==> config.mk <==
export PLATFORM = sky130hd
export DESIGN_NAME = apb_uart_tx
export DESIGN_NICKNAME = d
export VERILOG_FILES = /design/src/rtl/apb_uart_tx.sv
export SDC_FILE = /design/constraint.sdc
export NUM_CORES = 1
export LEC_CHECK = 0
export BUFFER_PORTS_ARGS = -buffer_cell sky130_fd_sc_hd__buf_2
export CAP_MARGIN = 20
export CORE_AREA = 2 2 117 119
export CTS_CLUSTER_SIZE = 25
export DETAILED_ROUTE_END_ITERATION = 8
export DIE_AREA = 0 0 119 121
export HOLD_SLACK_MARGIN = 0.15
export PLACE_DENSITY = 0.73
export REMOVE_ABC_BUFFERS = 1
export SKIP_LAST_GASP = 1
export SYNTH_ARGS = -nofsm -noshare
export SYNTH_HDL_FRONTEND = slang
export SYNTH_SLANG_ARGS = --single-unit
export TNS_END_PERCENT = 100
==> constraint.sdc <==
create_clock -name PCLK -period 2.73 [get_ports PCLK]
set_clock_uncertainty 0.2 [all_clocks]
set_input_delay 0 -clock PCLK [delete_from_list [all_inputs] [get_ports PCLK]]
set_output_delay 0 -clock PCLK [all_outputs]
set_load 0.05 [all_outputs]
==> src/rtl/apb_uart_tx.sv <==
// APB3 slave UART transmitter: 8N1, LSB first, byte FIFO, programmable baud divider.
// Registers live at PADDR[3:2]: TXDATA, STATUS, BAUDDIV, CTRL. Zero wait states.
`timescale 1ns / 1ps

module apb_uart_tx #(
  parameter int unsigned FIFO_DEPTH  = 8,
  parameter int unsigned DEFAULT_DIV = 433
) (
  input  logic        PCLK,
  input  logic        PRESETn,
  input  logic        PSEL,
  input  logic        PENABLE,
  input  logic        PWRITE,
  input  logic [31:0] PADDR,
  input  logic [31:0] PWDATA,
  output logic [31:0] PRDATA,
  output logic        PREADY,
  output logic        o_tx,
  output logic        o_irq
);

  localparam int unsigned PtrW = $clog2(FIFO_DEPTH);
  localparam int unsigned CntW = PtrW + 1;

  localparam logic [1:0] AddrTxData  = 2'd0;
  localparam logic [1:0] AddrStatus  = 2'd1;
  localparam logic [1:0] AddrBaudDiv = 2'd2;
  localparam logic [1:0] AddrCtrl    = 2'd3;

  typedef enum logic [1:0] {StIdle, StStart, StData, StStop} state_e;

  // APB decode
  logic       wr_en;
  logic [1:0] reg_addr;
  logic       push_req;
  logic       ovf_clr;

  // Control / status registers
  logic [15:0] baud_q;
  logic        tx_en_q;
  logic        irq_en_q;
  logic        ovf_q;
  logic        irq_q;

  // FIFO storage and bookkeeping
  logic [7:0]      mem_q [FIFO_DEPTH];
  logic [PtrW-1:0] wr_ptr_q;
  logic [PtrW-1:0] rd_ptr_q;
  logic [CntW-1:0] count_q;
  logic            fifo_full;
  logic            fifo_empty;
  logic            push;
  logic            pop;
  logic [7:0]      fifo_head;

  // Serialiser
  state_e      state_q;
  logic        tx_q;
  logic [15:0] bcnt_q;
  logic [15:0] div_q;
  logic [2:0]  bidx_q;
  logic [2:0]  bidx_nxt;
  logic [7:0]  shift_q;
  logic [15:0] div_eff;
  logic        bit_done;
  logic        busy;

  // Only PADDR[3:2] and the low data bits are architecturally meaningful
  logic unused_bits;
  assign unused_bits = ^{PADDR[31:4], PADDR[1:0], PWDATA[31:16]};

  assign wr_en    = PSEL & PENABLE & PWRITE;
  assign reg_addr = PADDR[3:2];
  assign push_req = wr_en & (reg_addr == AddrTxData);
  assign ovf_clr  = wr_en & (reg_addr == AddrStatus) & PWDATA[3];

  assign PREADY = 1'b1;

  assign fifo_full  = (count_q == CntW'(FIFO_DEPTH));
  assign fifo_empty = (count_q == '0);
  assign fifo_head  = mem_q[rd_ptr_q];

  // A push into a full FIFO is dropped even if a pop happens on the same edge
  assign push = push_req & ~fifo_full;

  // BAUDDIV of 0 would give a 1-cycle bit; clamp to the 2-cycle minimum
  assign div_eff  = (baud_q == 16'd0) ? 16'd1 : baud_q;
  assign bit_done = (bcnt_q == div_q);
  assign bidx_nxt = bidx_q + 3'd1;
  assign busy     = (state_q != StIdle);

  // Pop when idle, or at the very end of a stop bit so frames run back to back
  assign pop = tx_en_q & ~fifo_empty &
               ((state_q == StIdle) | ((state_q == StStop) & bit_done));

  // Software-visible configuration and the sticky overflow flag
  always_ff @(posedge PCLK or negedge PRESETn) begin
    if (!PRESETn) begin
      baud_q   <= 16'(DEFAULT_DIV);
      tx_en_q  <= 1'b0;
      irq_en_q <= 1'b0;
      ovf_q    <= 1'b0;
    end else begin
      if (wr_en) begin
        case (reg_addr)
          AddrBaudDiv: baud_q <= PWDATA[15:0];
          AddrCtrl: begin
            tx_en_q  <= PWDATA[0];
            irq_en_q <= PWDATA[1];
          end
          default: ;
        endcase
      end
      if (push_req & fifo_full) begin
        ovf_q <= 1'b1;
      end else if (ovf_clr) begin
        ovf_q <= 1'b0;
      end
    end
  end

  // FIFO storage; contents need no reset since the count gates every read
  always_ff @(posedge PCLK) begin
    if (push) begin
      mem_q[wr_ptr_q] <= PWDATA[7:0];
    end
  end

  // FIFO pointers and occupancy
  always_ff @(posedge PCLK or negedge PRESETn) begin
    if (!PRESETn) begin
      wr_ptr_q <= '0;
      rd_ptr_q <= '0;
      count_q  <= '0;
    end else begin
      if (push) begin
        wr_ptr_q <= wr_ptr_q + PtrW'(1);
      end
      if (pop) begin
        rd_ptr_q <= rd_ptr_q + PtrW'(1);
      end
      case ({push, pop})
        2'b10:   count_q <= count_q + CntW'(1);
        2'b01:   count_q <= count_q - CntW'(1);
        default: ;
      endcase
    end
  end

  // Frame serialiser; o_tx comes straight from tx_q so the line never glitches
  always_ff @(posedge PCLK or negedge PRESETn) begin
    if (!PRESETn) begin
      state_q <= StIdle;
      tx_q    <= 1'b1;
      bcnt_q  <= '0;
      div_q   <= '0;
      bidx_q  <= '0;
      shift_q <= '0;
    end else begin
      unique case (state_q)
        StIdle: begin
          tx_q <= 1'b1;
          if (pop) begin
            shift_q <= fifo_head;
            div_q   <= div_eff;
            bcnt_q  <= '0;
            tx_q    <= 1'b0;
            state_q <= StStart;
          end
        end
        StStart: begin
          if (bit_done) begin
            bcnt_q  <= '0;
            bidx_q  <= '0;
            tx_q    <= shift_q[0];
            state_q <= StData;
          end else begin
            bcnt_q <= bcnt_q + 16'd1;
          end
        end
        StData: begin
          if (bit_done) begin
            bcnt_q <= '0;
            if (bidx_q == 3'd7) begin
              tx_q    <= 1'b1;
              state_q <= StStop;
            end else begin
              bidx_q <= bidx_nxt;
              tx_q   <= shift_q[bidx_nxt];
            end
          end else begin
            bcnt_q <= bcnt_q + 16'd1;
          end
        end
        StStop: begin
          if (bit_done) begin
            bcnt_q <= '0;
            if (pop) begin
              shift_q <= fifo_head;
              div_q   <= div_eff;
              tx_q    <= 1'b0;
              state_q <= StStart;
            end else begin
              tx_q    <= 1'b1;
              state_q <= StIdle;
            end
          end else begin
            bcnt_q <= bcnt_q + 16'd1;
          end
        end
        default: begin
          tx_q    <= 1'b1;
          state_q <= StIdle;
        end
      endcase
    end
  end

  // Level interrupt: everything queued has left the wire
  always_ff @(posedge PCLK or negedge PRESETn) begin
    if (!PRESETn) begin
      irq_q <= 1'b0;
    end else begin
      irq_q <= irq_en_q & fifo_empty & ~busy;
    end
  end

  assign o_tx  = tx_q;
  assign o_irq = irq_q;

  // Read mux; TXDATA reads as zero
  always_comb begin
    PRDATA = 32'd0;
    if (PSEL & ~PWRITE) begin
      case (reg_addr)
        AddrStatus:  PRDATA = {28'd0, ovf_q, fifo_empty, fifo_full, busy};
        AddrBaudDiv: PRDATA = {16'd0, baud_q};
        AddrCtrl:    PRDATA = {30'd0, irq_en_q, tx_en_q};
        default:     PRDATA = 32'd0;
      endcase
    end
  end

endmodule

==> results.md, run 1 <==
- Status: finished, final reports clean
- DRC: 0
- Largest net degree at the start of global routing: a little under 80
- Hold violation total from the final report: 0
- Unique masters post-synth: 49
- Buffer depth of the longest clock path: 2
- Number of max-cap violations: 0
- I/O pin cnt: around 100
- Smallest hold slack: between 0.2 and 0.25 ns
- Area growth from synthesis to layout: 23.5%
- CP Class: reg -> reg
- Endpoint arrival time on the critical path: roughly 2.9 ns
- Post-synthesis instance area: approximately 0.0065 sq mm
- Wirelength, routed: about 15000 um
- Library cell used as clock root buffer: clkbuf_16
- Horizontal die dimension: ~120 um
- Initial Utilization: about half
- Wire length of the first global-routing pass: approximately 24000 um
- Reported leakage power: 3.31 nW
- Capture point of the worst reg-to-reg path: count_q[3]
- Mapped Avg Cell Area: 13.8 sq um
- Crit start category: flop
- Vias after detailed routing: roughly 4300
- Count of state elements after synthesis: between 100 and 150
- CP max stage delay: around 0.4 ns
- Class of the tightest hold or removal check: in -> reg
- Cell-by-cell listing of the critical path: xnor2_1 -> nand4_1 -> nor4_4 -> and2_4 -> o21a_4 -> ha_4 -> nand2_1 -> mux2_4 -> o22ai_2 -> o21ai_1 -> nor2_1 -> xor2_1
- Sequential-to-total area share from yosys stat: 58.5%
- Setup slack, reg-to-reg: 0.02 ns
- Share of synthesized flip-flops with an asynchronous set or reset: 54.3%
- Via count of the first global-routing pass: about 4500
- Unrepaired setup endpoints after global routing: true
- Worst Path Max Fanout: 4
- Number of antenna repair diodes: 0
- Leading register cell type out of synthesis: dfrtp_1
- TritonCTS Buffers: 17
- Final #Nets: around 670
- Residual antenna-violating net count after detailed routing: 0
- Total die area: 0.0144 sq mm
- Required time of the critical path: roughly 2.9 ns
- Number of standard-cell rows in the floorplan: 42
- Global-route usage over all layers: between 20% and 30%
- Maximum clock frequency: approximately 370 MHz
- Max IR drop VDD: about 470 uV
- Antenna violations before repair: 0
- 1st-pass router iterations: 5
- Area contributors post-synth: edfxtp_1, dfrtp_1, mux2_2
- Power density of the placed cells: approximately 950 mW/mm^2
- Proportion of netlist area held by the largest area contributor: between 20% and 30%
- Overall power of the completed layout: 0.00770 W
- CTS tree: built
- Hold_sp: PSEL
- Count of buffer and inverter cells on the critical path: 0
- Crit share post-route: 99.4%
- Non-filler cells in the finished layout: slightly below 800
- TritonCTS sink count: 140
- Die boundary height: 121 um
- Clock H-tree levels: 4
- Final estimated routing congestion in global placement: around 0.8
- Clock Pin Slew Worst Setup and Hold Paths: 0.06 ns
- Cell type of the slowest stage on the worst timing path: dfrtp_1
- Number of input and output port buffers inserted: 40
- Number of cell instances on the worst register-to-register path: 12
- Clock latency on the worst-skew pair: 0.42 ns
- Hold EP: wr_ptr_q[0]
- Avg WL per Cell: 18.9 um
- R2r startpoint: bcnt_q[13]
- Worst slew slack as a fraction of its limit: ~36%
- # setup viols final: 0
- TNS Setup: 0 ns
- HPWL reported at the end of detailed placement: roughly 9100 um
- Layout cell share with drive strength beyond 1: between 30% and 40%
- Synth area leader: edfxtp_1
- Crit path max-delay family: simple AND/OR/NAND/NOR gates
- Number of DRC markers in iteration 0: between 300 and 400
- Worst Tran Pin Value: between 0.9 and 1 ns
- Yosys warnings: 0
- Drt via density: around 5.6
- Crit path capture type: flop
- Fin. max-slew vios: 0
- Time the final worst path needs with I/O delays and setup: 2.71 ns
- Total overflow reported by the global router: 0
- Number of instances in the placed design: 703
- Synth Instances: 473
- Number of enable flip-flop cells after synthesis: 64
- Count of cells along the worst hold path: 7
- Core area: about 0.013 sq mm
where the power goes:
group          switching (W)  leakage [nW]  internal, W
clock               0.000869         0.253      0.00125
sequential          0.000429          1.52      0.00263
combinational        0.00121          1.53      0.00132
total                0.00250          3.31      0.00519
worst max path at each step:
stage / startpoint / end / cells past startpoint
global route: bcnt_q[13] / count_q[3] / 12
detailed placement: bcnt_q[13] / count_q[3] / 12
finish: bcnt_q[13] / count_q[3] / 12
global placement: bcnt_q[13] / count_q[2] / 12
floorplan: bcnt_q[8] / count_q[2] / 12
CTS: bcnt_q[9] / count_q[3] / 12
cells in the final DEF, fill, tap and decap left out, drive strengths merged, types with 2 or more instances in the layout:
master / netlist / routed
nor4b: 2 / 2
clkinv: 0 / 6
clkinvlp: 0 / 3
and3: 7 / 7
dfrtp: 70 / 70
clkbuf: 9 / 21
a22oi: 4 / 4
xor2: 6 / 6
dfstp: 6 / 6
o21ai: 8 / 8
nor2b: 4 / 4
nand2: 21 / 21
ha: 13 / 13
a31oi: 6 / 6
nor3: 5 / 5
mux2i: 4 / 4
mux2: 58 / 58
a22o: 8 / 8
nand3: 13 / 13
nor4: 7 / 7
dlygate4sd3: 0 / 37
inv: 10 / 11
edfxtp: 64 / 64
xnor2: 21 / 21
buf: 29 / 81
conb: 2 / 17
a21oi: 16 / 16
or3: 5 / 5
nand2b: 4 / 4
nor2: 19 / 19
and2: 14 / 14
o22ai: 5 / 5
mux4: 18 / 18
nand4: 6 / 6
routing by layer:
layer	vias up	global-route usage [%]	part of all wire, %
met3	23	5.50	4.9
met5	-	0	0
met4	0	9.30	2.1
li1	1948	-	-
met1	2191	28.2	44
met2	158	34.8	50
area by class of cell:
type	count	area (sq um)
Fill cell	967	5000
Sequential cell	140	3830
Multi-Input combinational cell	300	2560
Timing Repair Buffer	118	897
Clock buffer	21	440
Tap cell	176	220
Clock inverter	11	96.3
Inverter	10	37.5
synthesized netlist by cell type, types with 5 or more instances:
cell,count
o21ai_0,7
mux2_2,37
a22o_1,8
nand4_1,6
nor2_1,18
nor3_1,5
nor4_1,6
a21oi_1,16
buf_4,17
or3_1,5
ha_1,13
dfrtp_1,70
mux2_1,21
and3_1,7
nand3_1,13
nand2_1,21
a31oi_1,6
xor2_1,6
o22ai_1,5
clkbuf_1,9
mux4_2,18
edfxtp_1,64
and2_1,14
buf_2,7
dfstp_2,6
xnor2_1,21
inv_1,9
cells by family (layout without fill, tap and decap cells):
group	count (synthesis)	in the layout	synth area share, %
flops	140	140	58.5
simple gates	108	108	8.89
mux	80	80	16.8
compound gates	55	55	5.47
buf+inv	48	160	4.09
xor+xnor	27	27	3.61
fa+ha+maj	13	13	2.48
other cells	2	17	0.115
state kept, by name, indices dropped and copies added (netlist names):
register,cells
baud_q,16
bcnt_q,16
bidx_q,3
count_q,4
div_q,16
irq_en_q,1
mem_q,64
o_irq,1
o_tx,1
ovf_q,1
rd_ptr_q,3
shift_q,8
state_q,2
tx_en_q,1
wr_ptr_q,3
through the flow:
stage	setup slack [ns]	util [%]	area (sq um)
6_report	0.0177	61.8	8090
3_3_place_gp	-0.000240	54.1	7080
3_5_place_dp	-0.0919	54.2	7090
5_1_grt	-0.132	61.8	8090
4_1_cts	0.0122	61.5	8050
2_1_floorplan	-0.218	-	6370
timing repair:
| item | CTS | global route |
|---|---|---|
| gates resized for setup | 7 | 7 |
| hold endpoints to repair | 163 | 0 |
| hold buffers | 37 | 0 |
| setup endpoints to repair | 2 | 3 |
| pin swaps | 8 | 12 |
| setup buffers | 2 | 2 |
worst min-delay path, cell delays in order:
cell     delay (ns)
buf_2          0.10
nand3_1        0.15
nor4_1         0.09
buf_4          0.14
inv_2          0.11
buf_4          0.16
xnor2_1        0.06
No activity file was read; power rests on OpenSTA's default activity.
==> inputs of run 2 (changes only) <==
MAX_ROUTING_LAYER = met4   (was not set)
==> results.md, run 2 (synthesized netlist as in run 1, its figures left out) <==
- Power density of the placed cells: 952 mW/mm^2 (about the same)
- Avg WL per Cell: 18.9 um (about the same)
- CTS tree: built
- Die boundary height: 121 um (unchanged)
- Crit path capture type: flop
- Class of the tightest hold or removal check: in -> reg
- CP Class: reg -> reg
- Cell type of the slowest stage on the worst timing path: dfrtp_1
- Status: finished, final reports clean
- Smallest hold slack: 0.238 ns (+0.000561 ns)
- Reported leakage power: 3.31 nW (unchanged)
- TNS Setup: 0 ns (unchanged)
- Residual antenna-violating net count after detailed routing: 0 (unchanged)
- Layout cell share with drive strength beyond 1: 30.2% (unchanged)
- Final #Nets: 669 (unchanged)
- Time the final worst path needs with I/O delays and setup: 2.71 ns (-0.00249 ns)
- 1st-pass router iterations: 5 (unchanged)
- Worst slew slack as a fraction of its limit: 35.3% (-0.70 points)
- Fin. max-slew vios: 0 (unchanged)
- Fill cell instance count of the final layout: 967 (unchanged)
- Maximum clock frequency: 369 MHz (about the same)
- Non-filler cells in the finished layout: 776 (unchanged)
- Clock latency on the worst-skew pair: 0.42 ns (about the same)
- Wirelength, routed: 14600 um (about the same)
- DRC: 0 (unchanged)
- Uppermost layer routed: met4
- Core area: 0.0131 sq mm (unchanged)
- Total die area: 0.0144 sq mm (unchanged)
- Number of instances in the placed design: 703 (unchanged)
- Met3 routed WL: 729 um (+2.4%)
- I/O pin cnt: 104 (unchanged)
- Area growth from synthesis to layout: 23.5% (unchanged)
- Initial Utilization: 50.0% (unchanged)
- Crit share post-route: 99.3% (about the same)
- Hold violation total from the final report: 0 (unchanged)
- Global-route usage over all layers: 22.3% (+0.64 points)
- Worst Path Max Fanout: 4 (unchanged)
- Number of antenna repair diodes: 0 (unchanged)
- Drt via density: 5.58 (+0.16%)
- Library cell used as clock root buffer: clkbuf_16
- Post-layout utilization of the core: 61.8% (unchanged)
- Crit path max-delay family: simple AND/OR/NAND/NOR gates
- Vias after detailed routing: 4327 (+0.16%)
- Number of input and output port buffers inserted: 40 (unchanged)
- Antenna violations before repair: 0 (unchanged)
- TritonCTS sink count: 140 (unchanged)
- CP max stage delay: 0.40 ns (about the same)
- Endpoint arrival time on the critical path: 2.84 ns (about the same)
- Clock Pin Slew Worst Setup and Hold Paths: 0.06 ns (about the same)
- HPWL reported at the end of detailed placement: 9120 um (unchanged)
- Number of flip-flops in the largest register: 64 (unchanged)
- Clock H-tree levels: 4 (unchanged)
- Largest net degree at the start of global routing: 77 (unchanged)
- TritonCTS Buffers: 17 (unchanged)
- Via count of the first global-routing pass: 4446 (-0.31%)
- Buffer depth of the longest clock path: 2 (unchanged)
- Required time of the critical path: 2.86 ns (about the same)
- Most common cell after layout, fill and taps aside: dfrtp_1
- R2r startpoint: bcnt_q[13]
- # setup viols final: 0 (unchanged)
- Number of DRC markers in iteration 0: 341 (-4.5%)
- Highest-count cells in the layout ignoring fill and taps: dfrtp_1, edfxtp_1, buf_4
- Launch point of the critical path: bcnt_q[13]
- Amount of wire on met2 after detailed routing: 7270 um (+0.11%)
- Total overflow reported by the global router: 0 (unchanged)
- Final estimated routing congestion in global placement: 0.827 (+1.5%)
- Post-route met1 wirelength: 6370 um (about the same)
- Worst Tran Pin Value: 0.970 ns (+0.0104 ns)
- Horizontal die dimension: 119 um (unchanged)
- Wire length of the first global-routing pass: 23600 um (about the same)
- Biggest register: mem_q
- Crit start category: flop
- Number of standard-cell rows in the floorplan: 42 (unchanged)
- Max IR drop VDD: 475 uV (about the same)
- Unrepaired setup endpoints after global routing: true
- Hold_sp: PSEL
- Cell-by-cell listing of the critical path: xnor2_1 -> nand4_1 -> nor4_4 -> and2_4 -> o21a_4 -> ha_4 -> nand2_1 -> mux2_4 -> o22ai_2 -> o21ai_1 -> nor2_1 -> xor2_1
- Count of buffer and inverter cells on the critical path: 0 (unchanged)
- Number of max-cap violations: 0 (unchanged)
run 2: cell counts in the layout (fill, tap and decap cells not counted):
No cell type changed its count.
run 2: per-layer routing:
layer / up-vias / GRT usage, %
li1: 1951 / -
met1: 2207 / 28.3
met2: 148 / 34.8
met3: 21 / 6.06
met4: 0 / 8.18
met5: - / -
run 2: what timing repair did:
| action | CTS | global route |
|---|---|---|
| setup endpoints to repair | 2 | 3 |
| endpoints found under the hold margin | 163 | 0 |
| pin swaps | 8 | 12 |
| hold buffers | 37 | 0 |
| setup buffers | 2 | 2 |
| resized for setup | 7 | 7 |
run 2: path summary, 6_finish.rpt:
path / to / slack (ns) / cells past startpoint
max: count_q[3] / 0.02 / 12
min: wr_ptr_q[0] / 0.24 / 7
max reg2reg: count_q[3] / 0.02 / 12
min reg2reg: shift_q[6] / 0.28 / 1
max in group asynchronous: bidx_q[2] / 1.09 / 3
min in group asynchronous: bcnt_q[10] / 0.61 / 3
run 2: tightest hold or removal path, stage by stage:
cell     delay (ns)
buf_2          0.10
nand3_1        0.16
nor4_1         0.09
buf_4          0.14
inv_2          0.11
buf_4          0.16
xnor2_1        0.06
run 2: report_power, final:
group	total, W	switching, W	internal (W)	leakage [nW]
clock	0.00212	0.000869	0.00125	0.253
sequential	0.00306	0.000433	0.00263	1.52
combinational	0.00252	0.00121	0.00132	1.53
total	0.00770	0.00251	0.00519	3.31
run 2: per-stage QoR:
| step | power [W] | worst slack [ns] | cell area [sq um] |
|---|---|---|---|
| floorplan | 0.00467 | -0.218 | 6370 |
| global placement | 0.00530 | -0.000240 | 7080 |
| detailed placement | 0.00543 | -0.0919 | 7090 |
| CTS | 0.00766 | 0.0122 | 8050 |
| global route | 0.00811 | -0.132 | 8090 |
| finish | 0.00770 | 0.0202 | 8090 |
run 2: area by class of cell:
cell class                      count  area, sq um  share of cell area (%)
Inverter                           10         37.5                   0.464
Timing Repair Buffer              118          897                    11.1
Clock inverter                     11         96.3                    1.19
Tap cell                          176          220                    2.72
Multi-Input combinational cell    300         2560                    31.7
Sequential cell                   140         3830                    47.4
Clock buffer                       21          440                    5.45
